[src/rtl/branch_predictor_btb.sv]
//------------------------------------------------------------------------------
// branch_predictor_btb
//
// Direct-mapped branch target buffer with a 2-bit saturating direction counter
// per entry, used by a 5-stage pipeline.
//
//   IF side  : if_pc is looked up combinationally. pred_hit / pred_taken /
//              pred_target give the next fetch PC (if_pc+4 unless the entry
//              predicts taken).
//   EX side  : the resolved instruction updates the table on the rising edge
//              and mispredict / redirect_pc flag a same-cycle redirect.
//   Control  : flush_all invalidates every entry on the next edge.
//   Stats    : br_count / mispred_count are saturating event counters.
//
// Ports
//   clk            in   system clock, rising edge
//   reset          in   asynchronous active-low reset
//   if_pc          in   PC being fetched
//   pred_hit       out  valid entry with matching tag for if_pc
//   pred_taken     out  predict taken
//   pred_target    out  predicted next PC
//   ex_valid       in   EX holds a real (non-bubble) instruction
//   ex_is_branch   in   EX instruction is a conditional branch
//   ex_pc          in   PC of EX instruction
//   ex_taken       in   resolved branch outcome
//   ex_target      in   resolved branch target
//   ex_pred_taken  in   prediction carried with the instruction
//   ex_pred_target in   predicted next PC carried with the instruction
//   flush_all      in   synchronous invalidate of all entries
//   mispredict     out  redirect required this cycle
//   redirect_pc    out  correct next PC (driven whenever EX inputs are)
//   br_count       out  resolved branches, saturating
//   mispred_count  out  mispredictions, saturating
//
// Qualifier semantics: the EX interface has no backpressure. ex_valid marks a
// cycle in which the EX fields describe a real instruction; every ex_* field
// other than ex_valid is ignored (no update, no count, no redirect) when
// ex_valid is low. There is no ready: the predictor accepts every valid cycle.
//
// The design has no FSM; all state is the entry table and the two counters.
//------------------------------------------------------------------------------
module branch_predictor_btb #(
   parameter int         ENTRIES  = 16,
   parameter int         IDX_BITS = 4,
   parameter int         TAG_BITS = 26,
   parameter int         CNT_W    = 16,
   parameter logic [1:0] INIT_CTR = 2'b01
) (
   input  logic             clk,
   input  logic             reset,

   input  logic [31:0]      if_pc,
   output logic             pred_hit,
   output logic             pred_taken,
   output logic [31:0]      pred_target,

   input  logic             ex_valid,
   input  logic             ex_is_branch,
   input  logic [31:0]      ex_pc,
   input  logic             ex_taken,
   input  logic [31:0]      ex_target,
   input  logic             ex_pred_taken,
   input  logic [31:0]      ex_pred_target,

   input  logic             flush_all,

   output logic             mispredict,
   output logic [31:0]      redirect_pc,

   output logic [CNT_W-1:0] br_count,
   output logic [CNT_W-1:0] mispred_count
);

   localparam int TAG_LO = IDX_BITS + 2;
   localparam int TAG_HI = IDX_BITS + TAG_BITS + 1;

   //---------------------------------------------------------------------------
   // Entry storage. Kept in flops so the IF lookup is a pure mux.
   //---------------------------------------------------------------------------
   logic                valid_q  [ENTRIES];
   logic [TAG_BITS-1:0] tag_q    [ENTRIES];
   logic [31:0]         target_q [ENTRIES];
   logic [1:0]          ctr_q    [ENTRIES];

   logic [CNT_W-1:0]    br_count_q;
   logic [CNT_W-1:0]    mispred_count_q;

   //---------------------------------------------------------------------------
   // Address split
   //---------------------------------------------------------------------------
   logic [IDX_BITS-1:0] if_idx;
   logic [TAG_BITS-1:0] if_tag;
   logic [IDX_BITS-1:0] ex_idx;
   logic [TAG_BITS-1:0] ex_tag;

   assign if_idx = if_pc[IDX_BITS+1:2];
   assign if_tag = if_pc[TAG_HI:TAG_LO];
   assign ex_idx = ex_pc[IDX_BITS+1:2];
   assign ex_tag = ex_pc[TAG_HI:TAG_LO];

   // The byte-offset bits (and any PC bits above the tag) never select an
   // entry; they are collected here so they are visibly intentional.
   logic unused_pc_bits;
   generate
      if (TAG_HI < 31) begin : g_unused_hi
         assign unused_pc_bits = ^{if_pc[1:0], ex_pc[1:0],
                                   if_pc[31:TAG_HI+1], ex_pc[31:TAG_HI+1]};
      end else begin : g_unused_lo
         assign unused_pc_bits = ^{if_pc[1:0], ex_pc[1:0]};
      end
   endgenerate

   //---------------------------------------------------------------------------
   // IF lookup. Reads pre-edge contents, so an update to the same index in the
   // same cycle only becomes visible on the following cycle.
   //---------------------------------------------------------------------------
   logic [31:0] if_pc_plus4;

   assign if_pc_plus4 = if_pc + 32'd4;
   assign pred_hit    = valid_q[if_idx] & (tag_q[if_idx] == if_tag);
   assign pred_taken  = pred_hit & ctr_q[if_idx][1];
   assign pred_target = pred_taken ? target_q[if_idx] : if_pc_plus4;

   //---------------------------------------------------------------------------
   // EX resolution
   //---------------------------------------------------------------------------
   logic ex_hit;
   logic ex_update;
   logic branch_mispredict;
   logic alias_mispredict;

   assign ex_hit    = valid_q[ex_idx] & (tag_q[ex_idx] == ex_tag);
   assign ex_update = ex_valid & ex_is_branch;

   // A branch is mispredicted if the direction was wrong, or if it was taken
   // to a target other than the one fetch went to.
   assign branch_mispredict = ex_update &
                              ((ex_taken != ex_pred_taken) |
                               (ex_taken & (ex_pred_target != ex_target)));

   // A non-branch that fetch predicted taken: its PC aliases onto a branch
   // entry (or the entry is stale), so fetch went down a bogus path.
   assign alias_mispredict = ex_valid & ~ex_is_branch & ex_pred_taken;

   assign mispredict  = branch_mispredict | alias_mispredict;
   assign redirect_pc = (ex_is_branch & ex_taken) ? ex_target : (ex_pc + 32'd4);

   // Saturating 2-bit direction counter step.
   logic [1:0] ctr_cur;
   logic [1:0] ctr_next;

   assign ctr_cur = ctr_q[ex_idx];

   always_comb begin
      ctr_next = ctr_cur;
      if (ex_taken) begin
         if (ctr_cur != 2'b11) ctr_next = ctr_cur + 2'b01;
      end else begin
         if (ctr_cur != 2'b00) ctr_next = ctr_cur - 2'b01;
      end
   end

   //---------------------------------------------------------------------------
   // Table update. Priority: reset, flush, branch update, alias invalidate.
   //---------------------------------------------------------------------------
   always_ff @(posedge clk or negedge reset) begin
      if (!reset) begin
         for (int i = 0; i < ENTRIES; i++) begin
            valid_q[i]  <= 1'b0;
            tag_q[i]    <= '0;
            target_q[i] <= '0;
            ctr_q[i]    <= INIT_CTR;
         end
      end else if (flush_all) begin
         // Tags and targets are left alone: with valid cleared they are dead.
         for (int i = 0; i < ENTRIES; i++) begin
            valid_q[i] <= 1'b0;
            ctr_q[i]   <= INIT_CTR;
         end
      end else if (ex_update) begin
         if (ex_hit) begin
            ctr_q[ex_idx] <= ctr_next;
            if (ex_taken) target_q[ex_idx] <= ex_target;
         end else if (ex_taken) begin
            // Allocate over whatever occupied the slot; start weakly taken.
            valid_q[ex_idx]  <= 1'b1;
            tag_q[ex_idx]    <= ex_tag;
            target_q[ex_idx] <= ex_target;
            ctr_q[ex_idx]    <= 2'b10;
         end
      end else if (alias_mispredict && ex_hit) begin
         valid_q[ex_idx] <= 1'b0;
      end
   end

   //---------------------------------------------------------------------------
   // Performance counters. Not affected by flush_all; stick at all-ones.
   //---------------------------------------------------------------------------
   always_ff @(posedge clk or negedge reset) begin
      if (!reset) begin
         br_count_q      <= '0;
         mispred_count_q <= '0;
      end else begin
         if (ex_update && (br_count_q != {CNT_W{1'b1}}))
            br_count_q <= br_count_q + {{(CNT_W-1){1'b0}}, 1'b1};
         if (mispredict && (mispred_count_q != {CNT_W{1'b1}}))
            mispred_count_q <= mispred_count_q + {{(CNT_W-1){1'b0}}, 1'b1};
      end
   end

   assign br_count      = br_count_q;
   assign mispred_count = mispred_count_q;

endmodule

[config.mk]
export PLATFORM = sky130hd
export DESIGN_NAME = branch_predictor_btb
export DESIGN_NICKNAME = d
export VERILOG_FILES = /design/src/rtl/branch_predictor_btb.sv
export SDC_FILE = /design/constraint.sdc
export NUM_CORES = 2
export LEC_CHECK = 0
export ABC_CLOCK_PERIOD_IN_PS = 9530
export CORE_UTILIZATION = 35
export CTS_CLUSTER_DIAMETER = 80
export DETAILED_ROUTE_END_ITERATION = 12
export GPL_TIMING_DRIVEN = 1
export MAX_ROUTING_LAYER = met4
export PLACE_DENSITY = 0.55
export SLEW_MARGIN = 20
export SYNTH_ARGS = -nofsm -noshare
export SYNTH_HDL_FRONTEND = slang
export SYNTH_SLANG_ARGS = --single-unit
export TNS_END_PERCENT = 30
[constraint.sdc]
create_clock -name clk -period 9.53 [get_ports clk]
set_input_delay 0.953 -clock clk [delete_from_list [all_inputs] [get_ports clk]]
set_output_delay 0.953 -clock clk [all_outputs]
set_load 0.01 [all_outputs]
# Yosys cells after proc, flatten, opt, wreduce, memory -nomap -nowiden
# Index checks and enable logic that the tools add are counted.
# totals
ff_bits	1008
input_bits	135
out_inout_bits	99
word_cells	164
# classes
add_sub_neg	6
magnitude_cmp	3
eq_ne	9
muxes	46
bitwise	22
reduce_logical	12
# ops
cell	n
$bwmux W512	1
$bwmux W416	1
$mux W32	9
$bmux W26 S4	2
$mux W26	5
$bmux W32 S4	1
$demux W32 S4	1
$demux W26 S4	1
$mux W16	5
$add A32 B3 Y32 const B	2
$eq A26 B26 Y1	2
$add A16 B1 Y16 const B	2
$and A16 B16 Y16	2
$bwmux W32	1
$ne A16 B16 Y1 const B	2
$ne A32 B32 Y1	1
$not A16 Y16	2
$or A16 B16 Y16	2
$bmux W2 S4	2
$mux W2	8
$ge A5 B5 Y1 const B	2
$not A4 Y5	2
$and A1 B1 Y1	9
$bmux W1 S4	2
other kinds (17)	31

# Logic depth before layout (Yosys ltp)
# logic_depth
word_depth	11
ltp_mapped	17
mapped_depth_nobuf	9

# Least setup slack after synthesis
# Ideal clock, no wire load.
# synth_path
path_kind	input to output
startpoint	in if_pc[2]
endpoint	out pred_target[22]
arrival_ns	4.250
required_time_ns	8.577
setup_slack_ns	4.327
stages	12
n_path_buf	4
cell_sequence	buf_2 buf_2 buf_1 mux4_2 a211oi_1 a21oi_1 xor2_1 nor3_1 nand3_1 nor3_1 buf_2 mux2_2
# synth_between
elab_chain_cells	8
elab_cells_between_ends	18
classes_between	add/sub: 1; eq/ne: 1; mux: 13; bitwise: 3
# synth_lines
element	line	source
from (decl)	52	input logic [31:0] if_pc,
$not A4 Y5 (implied by the code)	120, 121, 122	
$bmux W26 S4	120	assign pred_hit = valid_q[if_idx] & (tag_q[if_idx] == if_tag);
$mux W26 (implied by the code) (2 in a row)	120	
$eq A26 B26 Y1	120	
$and A1 B1 Y1	120	
$and A1 B1 Y1	121	assign pred_taken = pred_hit & ctr_q[if_idx][1];
$mux W32 (*)	122	assign pred_target = pred_taken ? target_q[if_idx] : if_pc_plus4;
to (decl)	55	output logic [31:0] pred_target,
# Every way passes the cells marked *; elsewhere a longest branch is shown, timed or not. The select of a mux whose other input is x is not followed.

# Worst setup path in the final report
# layout_path
startpoint	in ex_pc[5]
endpoint	out redirect_pc[26]
# layout_between
elab_chain_cells	2
# layout_lines
element	line	source
from (decl)	59	input logic [31:0] ex_pc,
$add A32 B3 Y32	146	assign redirect_pc = (ex_is_branch & ex_taken) ? ex_target : (ex_pc + 32'd4);
$mux W32	146	
to (decl)	68	output logic [31:0] redirect_pc,
# No other way between the ends.

==> results.md <==
- The run finished with clean final reports.
- The routed design could run at a clock period as short as 6.83 ns.
- Yosys printed 0 warnings.
- In the final layout, the share of cells above drive strength 1 is 37.2%.
- The global-route track usage on met1 is 34.4%.
- The primary flip-flop cell chosen by synthesis mapping is dfrtp_1.
- The number of antenna violations at the first check in global routing is 9.
- After technology mapping, the gate count stands at 3913.
- The power density over cell area is 178 nW/um^2.
- Global routing consumed, on the met3 layer, 5.07% of the routing resources.
- After the flow finishes, the layout carries non-filler instances totaling 6133.
- The layout has 14146 filler cells.
- The path depth of the worst reg2reg path is 12.
- The setup slack at placement is 2.83 ns.
- The core region is 152000 um^2.
- The worst register-to-register path ends at tag_q[200]$_DFFE_PN0P_.
- The launching element of the worst setup path is ex_pc[5].
- Measured along the x axis, the die boundary spans 393 um.
- The category of the worst setup path capture point is an output port.
- The post-synthesis sequential element count is 1008.
- The critical path goes through buf_4 -> buf_4 -> nand3_1 -> nor2_1 -> and3_1 -> nor2b_1 -> nor2b_1 -> nand3_1 -> xor2_1 -> o21ai_0 -> clkdlybuf4s50_1.
- The wire length of the first global-routing pass is 263000 um.
- The die area is 155000 um^2.
- Before antenna repair, the detailed router went through 6 iterations.
- The detailed router's first-iteration violation count is 3344.
- In this run the number of H-tree levels came out at 3.
- Registers take 25200 um^2.
- The tightest min-delay check is of the in -> async type.
- STA classifies the critical path startpoint as an input port.
- In the final layout, the multi-input gates occupy 26700 um^2.
- The number of clock buffers inserted by TritonCTS is 114.
- The cell with the largest stage delay on the worst path is clkdlybuf4s50_1.
- For the pin with the worst max-slew slack, the measured transition is 1.11 ns.
- The worst endpoint required time is 8.58 ns.
- The met2 capacity usage during global routing is 34.9%.
- The buffer count from post-CTS setup fixing is 0.
- Summing over every cut layer, the via total after detailed routing is 35168.
- The worst-case headroom to the max-slew limit is 26.3%.
- In the final design database the tool counted 4148 nets.
- Leaving out fill and tap cells, the most frequent cells in the layout are dfrtp_1 (992), mux2_2 (595), nand2_1 (493).
- Dividing the final minimum period by the clock period gives 71.6%.
- Data on the critical path arrives at its endpoint at 5.87 ns.
- In this run the tool buffered the top-level ports with 233 buffer cells.
- The maximum clock frequency is 146 MHz.
- The number of instances resized during post-cts repair is 0.
- In this run the cell area of the synthesized design comes to 53600 um^2.
- The quantity of hold-fixing buffers added after cts is 0.
- The largest fanout of any net on the critical path is 48.
- The clock tree from TritonCTS is yes.
- The die is 393 um tall.
- The area growth from synthesis to layout is 15.3%.
- The portion of the post-synthesis area used by sequential elements is 47.1%.
- The final max-slew violation count is 0.
- The internal reg-to-reg setup slack is 4.85 ns.
- Across all setup checks in the final design, the least slack found is 2.70 ns.
- The sum of overflow across all layers after global routing is 0.
- The total nets after synthesis is 4055.
- The number of endpoints with negative hold slack in the final report is 0.
- The tree built by TritonCTS fans out to 1008 sinks.
- The most used routing layer in global routing is met2.
- The kind of critical path is in -> out.
- The initial core utilization is 35.3%.
- Leaving out fill and tap cells, the most frequent cell in the layout is dfrtp_1.
- The number of antenna-violating nets in the routed design is 0.
- The aggregate negative setup slack is 0 ns.
- Detailed placement ended at an HPWL of 112000 um.
- The count of max-cap constraint violations is 0.
- The largest clock skew in the final design is 0.0806 ns.
- The number of setup violations in the final report is 0.
- The number of rows in the core area is 143.
- The total placed cells including tap cells is 5920.
- Each instance of the synthesized netlist takes up on average 13.7 um^2.
- The clock-pin slew on the worst setup and hold paths is 0.06 ns.
- The post-synthesis cell type count is 69.
- The synthesized design contains 0 enable-type register cells.
- In the global route stage, overall resource usage came out at 24.1%.
- The final layout contains routed wiring with a total length of 180000 um.
- Setup repair after global routing left no endpoint under its margin.
- Dividing the detail-routed via count by the number of cells gives 5.73.
- In the synthesized netlist the async set-or-reset flop fraction comes to 100%.
- No sink is reached through more buffers than the 3 on the longest clock path.
- The DRC violations left is 0.
- The peak supply drop is 151 uV.
- The clock network latency to the later pin of the worst-skew pair is 0.77 ns.
- The maximum number of pins on one net before global-route repair is 175.
- The clock tree root driver cell is clkbuf_16.
- At the end of routability-driven placement, the weighted congestion stood at 0.863.
- The routed length per instance is 29.3 um.
- 234 I/O pins were placed.
- The number of global-route vias before repair is 35540.
- The worst register-to-register path begins at tag_q[17]$_DFFE_PN0P_.
- The longest individual stage delay on the worst path is 0.69 ns.
- The leakage power figure is 27.4 nW.
## worst max-delay path by stage
stage | end | slack [ns]
floorplan | pred_target[22] | 4.33
CTS | redirect_pc[26] | 2.77
finish | redirect_pc[26] | 2.70
detailed placement | redirect_pc[26] | 2.83
global placement | redirect_pc[26] | 2.85
global route | redirect_pc[26] | 2.53
## synthesized netlist by cell type, types with 20 or more instances
cell type	n	area (um^2)
nand4_1	26	163
mux4_2	375	8450
and3_1	21	131
mux2i_1	96	961
buf_6	27	304
nor2_1	51	191
xor2_1	76	666
nand2_1	498	1870
inv_1	30	113
buf_1	29	109
a211oi_1	34	255
dfrtp_1	992	24800
o21ai_0	39	195
mux2_1	60	676
clkbuf_1	238	893
nand3_1	35	175
a21oi_1	61	305
mux2_4	200	3000
mux2_2	595	6700
xnor2_1	96	841
o211ai_1	20	150
buf_2	58	290
nor2b_1	25	156
## cell type report
| cell class | count | share of cell area (%) |
|---|---|---|
| sequential | 1008 | 40.9 |
| timing repair buffer | 340 | 5.26 |
| inverter | 31 | 0.188 |
| antenna | 7 | 0.0284 |
| clock inverter | 35 | 0.914 |
| multi-input combinational | 2511 | 43.3 |
| tap | 2030 | 4.11 |
| clock buffer | 171 | 5.36 |
## routing by layer
layer,vias to the layer above,share of wire [%]
met5,-,0
met4,0,2.5
met3,239,7.7
met2,1334,45
met1,19035,45
li1,14560,-
## state kept, by name (all words and copies together), names as in the netlist
register / cells
mispred_count: 16
target_q: 512
ctr_q: 32
tag_q: 416
valid_q: 16
br_count: 16
## kinds of logic (layout without fill, tap and decap cells)
kind of cell	after synthesis	in the layout	share of synthesized area [%]
XOR/XNOR	172	172	2.81
adder cells (fa/ha/maj)	8	8	0.182
AND/OR/NAND/NOR	743	743	6.31
AO/OA/AOI/OAI	261	261	3.26
other	0	7	0
multiplexers	1327	1327	37.0
flip-flops	1008	1008	47.1
buffers and inverters	394	577	3.35
## critical path, delay by kind of cell
family / cells / cell delay, ns
AO/OA/AOI/OAI: 1 / 0.68
XOR/XNOR: 1 / 0.20
buffers and inverters: 3 / 1.98
AND/OR/NAND/NOR: 6 / 1.96
## power breakdown
part	switching (mW)	internal [mW]	leakage, nW
Combinational	0.774	0.783	11.9
Clock	1.92	2.65	1.88
Sequential	0.242	4.63	13.7
## metrics by stage
step | instance area (um^2) | hold WS [ns] | power, mW | util, %
2_1_floorplan | 53600 | 0.441 | 5.83 | -
3_3_place_gp | 57800 | 0.453 | 6.47 | 38.1
3_5_place_dp | 57900 | 0.459 | 6.49 | 38.1
4_1_cts | 61700 | 0.240 | 11.1 | 40.6
5_1_grt | 61700 | 0.253 | 11.4 | 40.6
6_report | 61800 | 0.234 | 11.0 | 40.7
Note: power is estimated with default switching activity, not from simulation.
